==> src/rtl/mac_array_ctrl.sv <==
// mac_array_ctrl: steps x/w SRAM reads chunk by chunk and accumulates MAC array psums into one result per output channel.
module mac_array_ctrl #(
    parameter int bw      = 4,
    parameter int psum_bw = 16,
    parameter int cw      = 5,
    parameter int ow      = 4,
    parameter int xaw     = 5,
    parameter int waw     = 9
) (
    input  logic               clk,
    input  logic               reset,
    input  logic               start,
    input  logic [cw-1:0]      k_chunks,
    input  logic [ow-1:0]      n_out,
    output logic               busy,
    output logic               done,
    output logic               x_rd_en,
    output logic [xaw-1:0]     x_addr,
    output logic               w_rd_en,
    output logic [waw-1:0]     w_addr,
    output logic [psum_bw-1:0] acc_in,
    input  logic [psum_bw-1:0] acc_out,
    output logic               out_valid,
    output logic [psum_bw-1:0] out_data,
    output logic [ow-1:0]      out_idx,
    input  logic               out_ready
);
    if (psum_bw < 2 * bw) begin : g_width_check
        $error("psum_bw too narrow for lane products");
    end

    typedef enum logic [2:0] {IDLE, RUN, WAIT, OUT, FIN} state_t;
    state_t state, state_n;

    logic [cw-1:0]      k_reg, chunk;
    logic [ow-1:0]      n_reg;
    logic [waw-1:0]     w_base;
    logic [psum_bw-1:0] acc_reg;
    logic               v_d, first_d, last_d;
    logic               last_chunk, last_out, cfg_zero;

    assign last_chunk = chunk + cw'(1) == k_reg;
    assign last_out   = out_idx + ow'(1) == n_reg;
    assign cfg_zero   = k_chunks == '0 || n_out == '0;

    always_comb begin
        state_n = state;
        case (state)
            IDLE:    if (start) state_n = cfg_zero ? FIN : RUN;
            RUN:     if (last_chunk) state_n = WAIT;
            WAIT:    state_n = OUT;
            OUT:     if (out_ready) state_n = last_out ? FIN : RUN;
            default: state_n = IDLE;
        endcase
    end

    assign busy      = state != IDLE;
    assign done      = state == FIN;
    assign x_rd_en   = state == RUN;
    assign w_rd_en   = x_rd_en;
    assign out_valid = state == OUT;
    assign x_addr    = xaw'(chunk);
    assign w_addr    = w_base + waw'(chunk);
    // Read data lands a cycle after the address, so the psum loop runs one stage behind.
    assign acc_in    = first_d ? '0 : acc_reg;

    always_ff @(posedge clk or posedge reset) begin
        if (reset) begin
            state    <= IDLE;
            k_reg    <= '0;
            n_reg    <= '0;
            chunk    <= '0;
            out_idx  <= '0;
            w_base   <= '0;
            acc_reg  <= '0;
            out_data <= '0;
            v_d      <= 1'b0;
            first_d  <= 1'b0;
            last_d   <= 1'b0;
        end else begin
            state   <= state_n;
            v_d     <= x_rd_en;
            first_d <= x_rd_en && chunk == '0;
            last_d  <= x_rd_en && last_chunk;
            if (v_d) acc_reg <= acc_out;
            if (v_d && last_d) out_data <= acc_out;
            if (state == IDLE && start) begin
                k_reg   <= k_chunks;
                n_reg   <= n_out;
                chunk   <= '0;
                out_idx <= '0;
                w_base  <= '0;
            end else if (x_rd_en && !last_chunk) begin
                chunk <= chunk + cw'(1);
            end else if (out_valid && out_ready && !last_out) begin
                out_idx <= out_idx + ow'(1);
                w_base  <= w_base + waw'(k_reg);
                chunk   <= '0;
            end
        end
    end
endmodule

==> config.mk <==
export PLATFORM = sky130hd
export DESIGN_NAME = mac_array_ctrl
export DESIGN_NICKNAME = d
export VERILOG_FILES = /design/src/rtl/mac_array_ctrl.sv
export SDC_FILE = /design/constraint.sdc
export NUM_CORES = 1
export LEC_CHECK = 0
export ABC_AREA = 1
export CAP_MARGIN = 20
export CORE_MARGIN = 5
export CORE_UTILIZATION = 45
export DETAILED_ROUTE_END_ITERATION = 7
export PLACE_DENSITY = 0.77
export SYNTH_ARGS = -nofsm -noshare
export SYNTH_HDL_FRONTEND = slang
export SYNTH_SLANG_ARGS = --single-unit
==> constraint.sdc <==
create_clock -name clk -period 2.1 [get_ports clk]
set_clock_uncertainty 0.15 [all_clocks]
set_input_delay 0.42 -clock clk [delete_from_list [all_inputs] [get_ports clk]]
set_output_delay 0.42 -clock clk [all_outputs]
set_load 0.01 [all_outputs]
==> summary.txt, run 1 <==
Run status
  – Status: finished with violations
  – Failing checks: setup timing

Clocking
  – TritonCTS clock tree: yes
  – Clk Latency, worst-skew pair: ~0.34 ns
  – CTS root buf: clkbuf_8
  – CTS Buffer Depth: 2
  – CTS sink count: 65
  – H-tree levels: 3
  – Cts bufs inserted: 9
  – Clock-pin slew on the worst setup and hold paths: ~0.080 ns

Critical path
  – Crit-path cells: ha_4, fa_2, nand3_2, nand3_2, nand2_1, nand2_1, nand2_2, buf_4, xnor2_2, buf_2
  – CP arrival: approximately 2.1 ns
  – R2r worst-path depth: 11
  – Req. time, crit path: 1.53 ns
  – CP peak stage delay: approximately 0.42 ns
  – Setup CP Type: reg2out
  – CP Max Fanout: 2
  – Worst path depth: 10
  – Crit end category: primary output
  – Worst path bufs/invs: 2
  – Top delay family on crit path: adder cells
  – Worst setup SP type: flop
  – Slowest cell on the critical path: dfrtp_1

Timing
  – Fin. max-slew vios: 0
  – Hold Slack: 0.357 ns
  – Hold Fails Final Rpt: 0
  – Fmax: between 0.3 and 0.4 GHz
  – Max_slew headroom: 0.708
  – Sum Neg Setup Slack: -3.31 ns
  – Final min period: 2.63 ns
  – RSZ-0062 raised after global routing: true
  – Final Setup Violations: 15
  – Tightest Pin Transition: roughly 0.44 ns
  – Setup ws final: -0.528 ns
  – Final period util: 1.25

Finish
  – Commonest non-fill, non-tap cell in the layout: nand2_1
  – Synth-to-Final Area Change: 45.4%
  – NumNets Final: around 570
  – Antenna cells: 0
  – Ratio of cells with drive above 1 in the final layout: 0.263
  – Most frequent cells in the layout: nand2_1 (83), dfrtp_1 (60), clkdlybuf4s50_1 (51)
  – Final Cell Area: ~5100 sq um
  – Final std cells w/o fill: around 630

Drt
  – Wire per inst: between 10 and 15 microns
  – Initial drt markers: between 100 and 150
  – Post-route ant nets: 0
  – DRC Markers: 0
  – Vias/cell: about 5.0
  – Drt pass-1 iters: 5
  – WL final: about 9.0 mm
  – Via count: approximately 3100

Place
  – Placed Cells incl. Taps: roughly 600
  – RePlAce Congestion: around 0.85
  – PortBufs: 83
  – DP HPWL: 6.22 mm
  – Placed cell areas: about 4600 sq um

Logic synthesis
  – Synth warn: 0
  – Mux share of post-synthesis cell area: 0.0616
  – #FFs+latches synth: between 60 and 70
  – Compound-gate portion of the synthesized area: 0.0591
  – Syn Std Cell Area: around 3500 sq um
  – Synth Area in XOR/XNOR: 0.0429
  – Mean Syn Cell Area: slightly below 9 sq um
  – Post-Syn Nets: between 400 and 500
  – Synthesized-area fraction occupied by adder cells: 0.0583
  – Main combinational cell family by area after synthesis: simple AND/OR/NAND/NOR gates
  – Synth Area in Simple Gates: 0.229
  – Number of distinct library cells after synthesis: 30
  – Register area share after synthesis: 0.468
  – Area leader, netlist: dfrtp_1
  – Syn Inst Count: between 400 and 500
  – Largest cells by area after synthesis: dfrtp_1 (47%), nand2_1 (9.9%), mux2_2 (6.2%)
  – Yosys top cell area share: 0.468

Floorplanning
  – Die X: between 90 and 100 microns
  – Row count: 32
  – Starting density of the core: 0.457
  – Placeable Area: around 7600 sq um
  – Die area: approximately 9600 sq um
  – Top Ports: 84
  – Die Y: 97.9 microns

Min path
  – Tightest Hold Check Type: reg2reg
  – WHS Path Cells: 1

Flow run
  – Max-cap viol count: 0

GRT
  – Total GRT Usage: 0.189
  – First-pass GRT wire length: around 15 mm
  – Largest net degree at the start of global routing: 36
  – Initial antenna violation count: 0
  – Vias in the first global route: 3159
  – Global route total overflow: 0

Pwr
  – Worst vdd ir: roughly 0.81 mV
  – Power density cells: between 1500 and 2000 nW/um^2
  – Pleak: approximately 2.6 nW
==> per-layer routing <==
metal | track usage | routed length [microns]
met1 | 0.223 | 3740
met2 | 0.320 | 4500
met3 | 0.0550 | 520
met4 | 0.0788 | 202
met5 | 0 | 0
==> where the power goes <==
group | switching [W] | internal (W)
Sequential | 0.000365 | 0.00181
Clock | 0.000501 | 0.000667
Combinational | 0.00219 | 0.00206
==> cells in the mapped netlist <==
cell type and number:
buf_1 1, nand2_4 2, o22ai_1 1, nor2_1 30, nand3_1 28, xnor2_1 7
inv_1 52, clkinv_4 1, nand3_2 2, nand2_2 2, clkbuf_1 8, ha_1 13
fa_1 2, o21ai_1 4, nor3_4 1, dfrtp_1 65, a21oi_2 1, nand3b_1 3
inv_2 1, xor2_1 10, buf_2 2, nor3_1 2, nand4_1 14, mux2_2 19
a21oi_1 7, buf_6 2, or2_2 1, nand2_1 92, buf_4 1, o21ai_0 27
==> path summary, 6_finish.rpt <==
check                            start     endpoint  slack, ns
min in group asynchronous        reset    w_base[3]       0.38
min                        out_data[2]  out_data[2]       0.36
min reg2reg                out_data[2]  out_data[2]       0.36
max in group asynchronous        reset      first_d       1.07
max reg2reg                  w_base[0]    w_base[6]      -0.10
max                          w_base[0]    w_addr[6]      -0.53
==> worst reg2reg max path, cell delays in order (launching register included) <==
cell and delay (ns):
dfrtp_1 0.42, buf_4 0.15, buf_4 0.13, buf_4 0.14, ha_4 0.17, fa_2 0.38
nand3_2 0.08, nand2_2 0.08, a21oi_2 0.12, nor2_1 0.06, xnor2_1 0.15, o21ai_1 0.07
==> timing repair <==
action | in CTS | in global routing
pin swaps | 12 | 6
endpoints found under the setup margin | 34 | 20
setup buffers | 10 | 4
hold buffers | 0 | 0
endpoints found under the hold margin | 0 | 0
gates resized for setup | 85 | 18
==> area by class of cell <==
type | count | area (sq um)
Fill cell | 595 | 2550
Sequential cell | 65 | 1630
Clock buffer | 9 | 124
Multi-Input combinational cell | 268 | 1730
Clock inverter | 7 | 95.1
Inverter | 54 | 216
Timing Repair Buffer | 126 | 1130
Tap cell | 102 | 128
==> cells by family (layout without fill, tap and decap cells) <==
| logic type | after synthesis | after routing |
|---|---|---|
| AOI/OAI and AO/OA | 40 | 40 |
| adders and majority gates | 15 | 15 |
| buffers and inverters | 68 | 196 |
| muxes | 19 | 19 |
| xor gates and xnor gates | 17 | 17 |
| and+or+nand+nor | 177 | 177 |
| DFF | 65 | 65 |
==> stage by stage <==
stage / power, W / setup WS, ns / util
after floorplan: 0.00431 / -0.147 / -
after global placement: 0.00605 / -0.552 / 0.608
after detailed placement: 0.00619 / -0.598 / 0.608
after CTS: 0.00745 / -0.490 / 0.654
after global routing: 0.00816 / -0.615 / 0.664
final: 0.00758 / -0.528 / 0.664
Note: power is estimated with default switching activity, not from simulation.
==> run 2, diff against run 1 <==
- MAX_ROUTING_LAYER: default -> met4
- SETUP_SLACK_MARGIN: default -> 0.1
==> summary.txt, run 2 (synthesis gave the netlist of run 1 again) <==
Run status
  – Status: finished with violations
  – Failing checks: setup timing

Critical path
  – Critical path startpoint: w_base[0]
  – Req. time, crit path: 1.53 ns (about the same)
  – R2r worst-path depth: 14 (+3)
  – Crit path to: w_addr[8]
  – Worst setup SP type: flop
  – Setup CP Type: reg2out
  – RR Endpoint: x_addr[3]
  – CP Max Fanout: 2 (unchanged)
  – Flop2flop setup slack: -0.08 ns (+0.02 ns)
  – Origin of the critical flop-to-flop path: x_addr[1]
  – CP arrival: 2.01 ns (-0.05 ns)
  – Crit end category: primary output

Finish
  – Antenna cells: 0 (unchanged)
  – Commonest non-fill, non-tap cell in the layout: nand2_1
  – Fillers: 592 (-0.50%)
  – NumNets Final: 578 (+1.8%)
  – Final core occ: 0.682 (+0.0173)
  – Synth-to-Final Area Change: 49.2%
  – Ratio of cells with drive above 1 in the final layout: 0.289 (+0.0267)
  – Most frequent cells in the layout: nand2_1 (83), dfrtp_1 (61), inv_1 (47), clkdlybuf4s50_1 (47), buf_4 (44)
  – Final Cell Area: 5180 sq um (+2.6%)

GRT
  – First-pass GRT wire length: 15.2 mm (+3.5%)
  – Initial antenna violation count: 0 (unchanged)
  – Vias in the first global route: 3419 (+8.2%)
  – Total GRT Usage: 0.197 (+0.00817)
  – Global route total overflow: 0 (unchanged)
  – Largest net degree at the start of global routing: 66 (+83%)

Flow run
  – Max-cap viol count: 0 (unchanged)

Timing
  – Final Setup Violations: 15 (unchanged)
  – Fin. max-slew vios: 0 (unchanged)
  – Tightest Pin Transition: 0.395 ns (-0.0419 ns)
  – Hold Fails Final Rpt: 0 (unchanged)
  – RSZ-0062 raised after global routing: true
  – Max_slew headroom: 0.734 (+0.0252)
  – Final period util: 1.23 (-0.0220)
  – Fmax: 0.387 GHz (+1.8%)
  – Final min period: 2.58 ns (-0.0461 ns)
  – Setup ws final: -0.482 ns (+0.0461 ns)
  – Hold Slack: 0.355 ns (-0.00265 ns)

Pwr
  – Pleak: 2.65 nW (+4.0%)
  – Power density cells: 1520 nW/um^2 (+1.1%)
  – Worst vdd ir: 0.869 mV (+7.1%)

Clocking
  – Cts bufs inserted: 9 (unchanged)
  – CTS root buf: clkbuf_8
  – Clock-pin slew on the worst setup and hold paths: 0.07 ns (about the same)
  – # hold bufs at CTS: 0 (unchanged)
  – CTS sink count: 65 (unchanged)
  – TritonCTS clock tree: yes
  – CTS Buffer Depth: 2 (unchanged)
  – H-tree levels: 3 (unchanged)
  – Clk Latency, worst-skew pair: 0.34 ns (about the same)

Floorplanning
  – Die Y: 97.9 microns (unchanged)
  – Die area: 9580 sq um (unchanged)
  – Placeable Area: 7610 sq um (unchanged)
  – Starting density of the core: 0.457 (unchanged)
  – Row count: 32 (unchanged)
  – Die X: 97.9 microns (unchanged)
  – Top Ports: 84 (unchanged)

Min path
  – WHS Path Cells: 1 (unchanged)
  – Tightest Hold Check Type: reg2reg
  – Hold Path Origin: out_data[3]

Drt
  – Post-route ant nets: 0 (unchanged)
  – Vias/cell: 5.01 (+0.95%)
  – Drt pass-1 iters: 6 (+1)
  – DRC Markers: 0 (unchanged)
  – Via count: 3212 (+2.6%)
  – Wire per inst: 14.3 microns (+0.60%)
  – Initial drt markers: 121 (+4.3%)
  – WL final: 9.16 mm (+2.2%)

Place
  – Placed cell areas: 4660 sq um (+0.78%)
  – PortBufs: 83 (unchanged)
  – RePlAce Congestion: 0.846 (-0.37%)
  – Place WS: -0.496 ns (+0.102 ns)
  – DP HPWL: 6.16 mm (-1.1%)
==> run 2: cell count changes in the layout (fill, tap and decap cells not counted), sizes merged <==
cell           delta
clkinv            -1
clkdlybuf4s50     -4
dlymetal6s2s      +2
clkdlybuf4s15     +1
clkbuf            +3
buf               +9
==> run 2: final cells by class <==
cell class	count	area, sq um	share of cell area
tap	102	128	0.0246
sequential	65	1630	0.315
clock inverter	6	82.6	0.0159
inverter	54	216	0.0417
clock buffer	10	128	0.0246
multi-input combinational	268	1780	0.342
timing repair buffer	136	1220	0.236
==> run 2: timing repair <==
item | in CTS | in global routing
resized for setup | 82 | 32
buffers inserted | 18 | 8
setup endpoints to repair | 41 | 45
pin swaps | 14 | 15
==> run 2: worst min-delay path by stage <==
stage	end	slack (ns)
6_report	out_data[3]	0.35
4_1_cts	out_data[3]	0.36
3_5_place_dp	out_data[3]	0.34
5_1_grt	out_data[3]	0.36
2_1_floorplan	n_reg[0]	0.32
3_3_place_gp	out_data[3]	0.34
==> run 2: layer usage <==
metal / global-route usage / vias to the layer above / share of wire
met4: 0.0863 / 0 / 0.025
met3: 0.0443 / 25 / 0.061
met1: 0.227 / 1522 / 0.41
met5: - / - / 0
li1: - / 1546 / -
met2: 0.328 / 119 / 0.50
==> run 2: stage by stage <==
step	TNS, ns	total power (W)	cells
final	-2.86	0.00786	641
after global routing	-4.17	0.00847	641
after CTS	-2.40	0.00755	634
after detailed placement	-2.56	0.00623	601
after global placement	-2.27	0.00609	601
after floorplan	-0.0531	0.00436	401
==> run 2: worst max-delay path, cell delays in order, from the launching register on <==
cell and delay [ns]:
dfrtp_1 0.43, ha_4 0.19, fa_2 0.34, nand3_2 0.08
nand3_2 0.09, nand2_1 0.07, nand2_1 0.06, nand2_2 0.09
nor2_2 0.04, xor2_1 0.15, buf_2 0.14
==> run 2: power breakdown <==
part	leakage, nW	total, W	internal, W	switching, W
Clock	0.106	0.00114	0.000663	0.000481
Combinational	1.74	0.00453	0.00226	0.00228
Sequential	0.805	0.00219	0.00181	0.000382
Total	2.65	0.00786	0.00472	0.00314
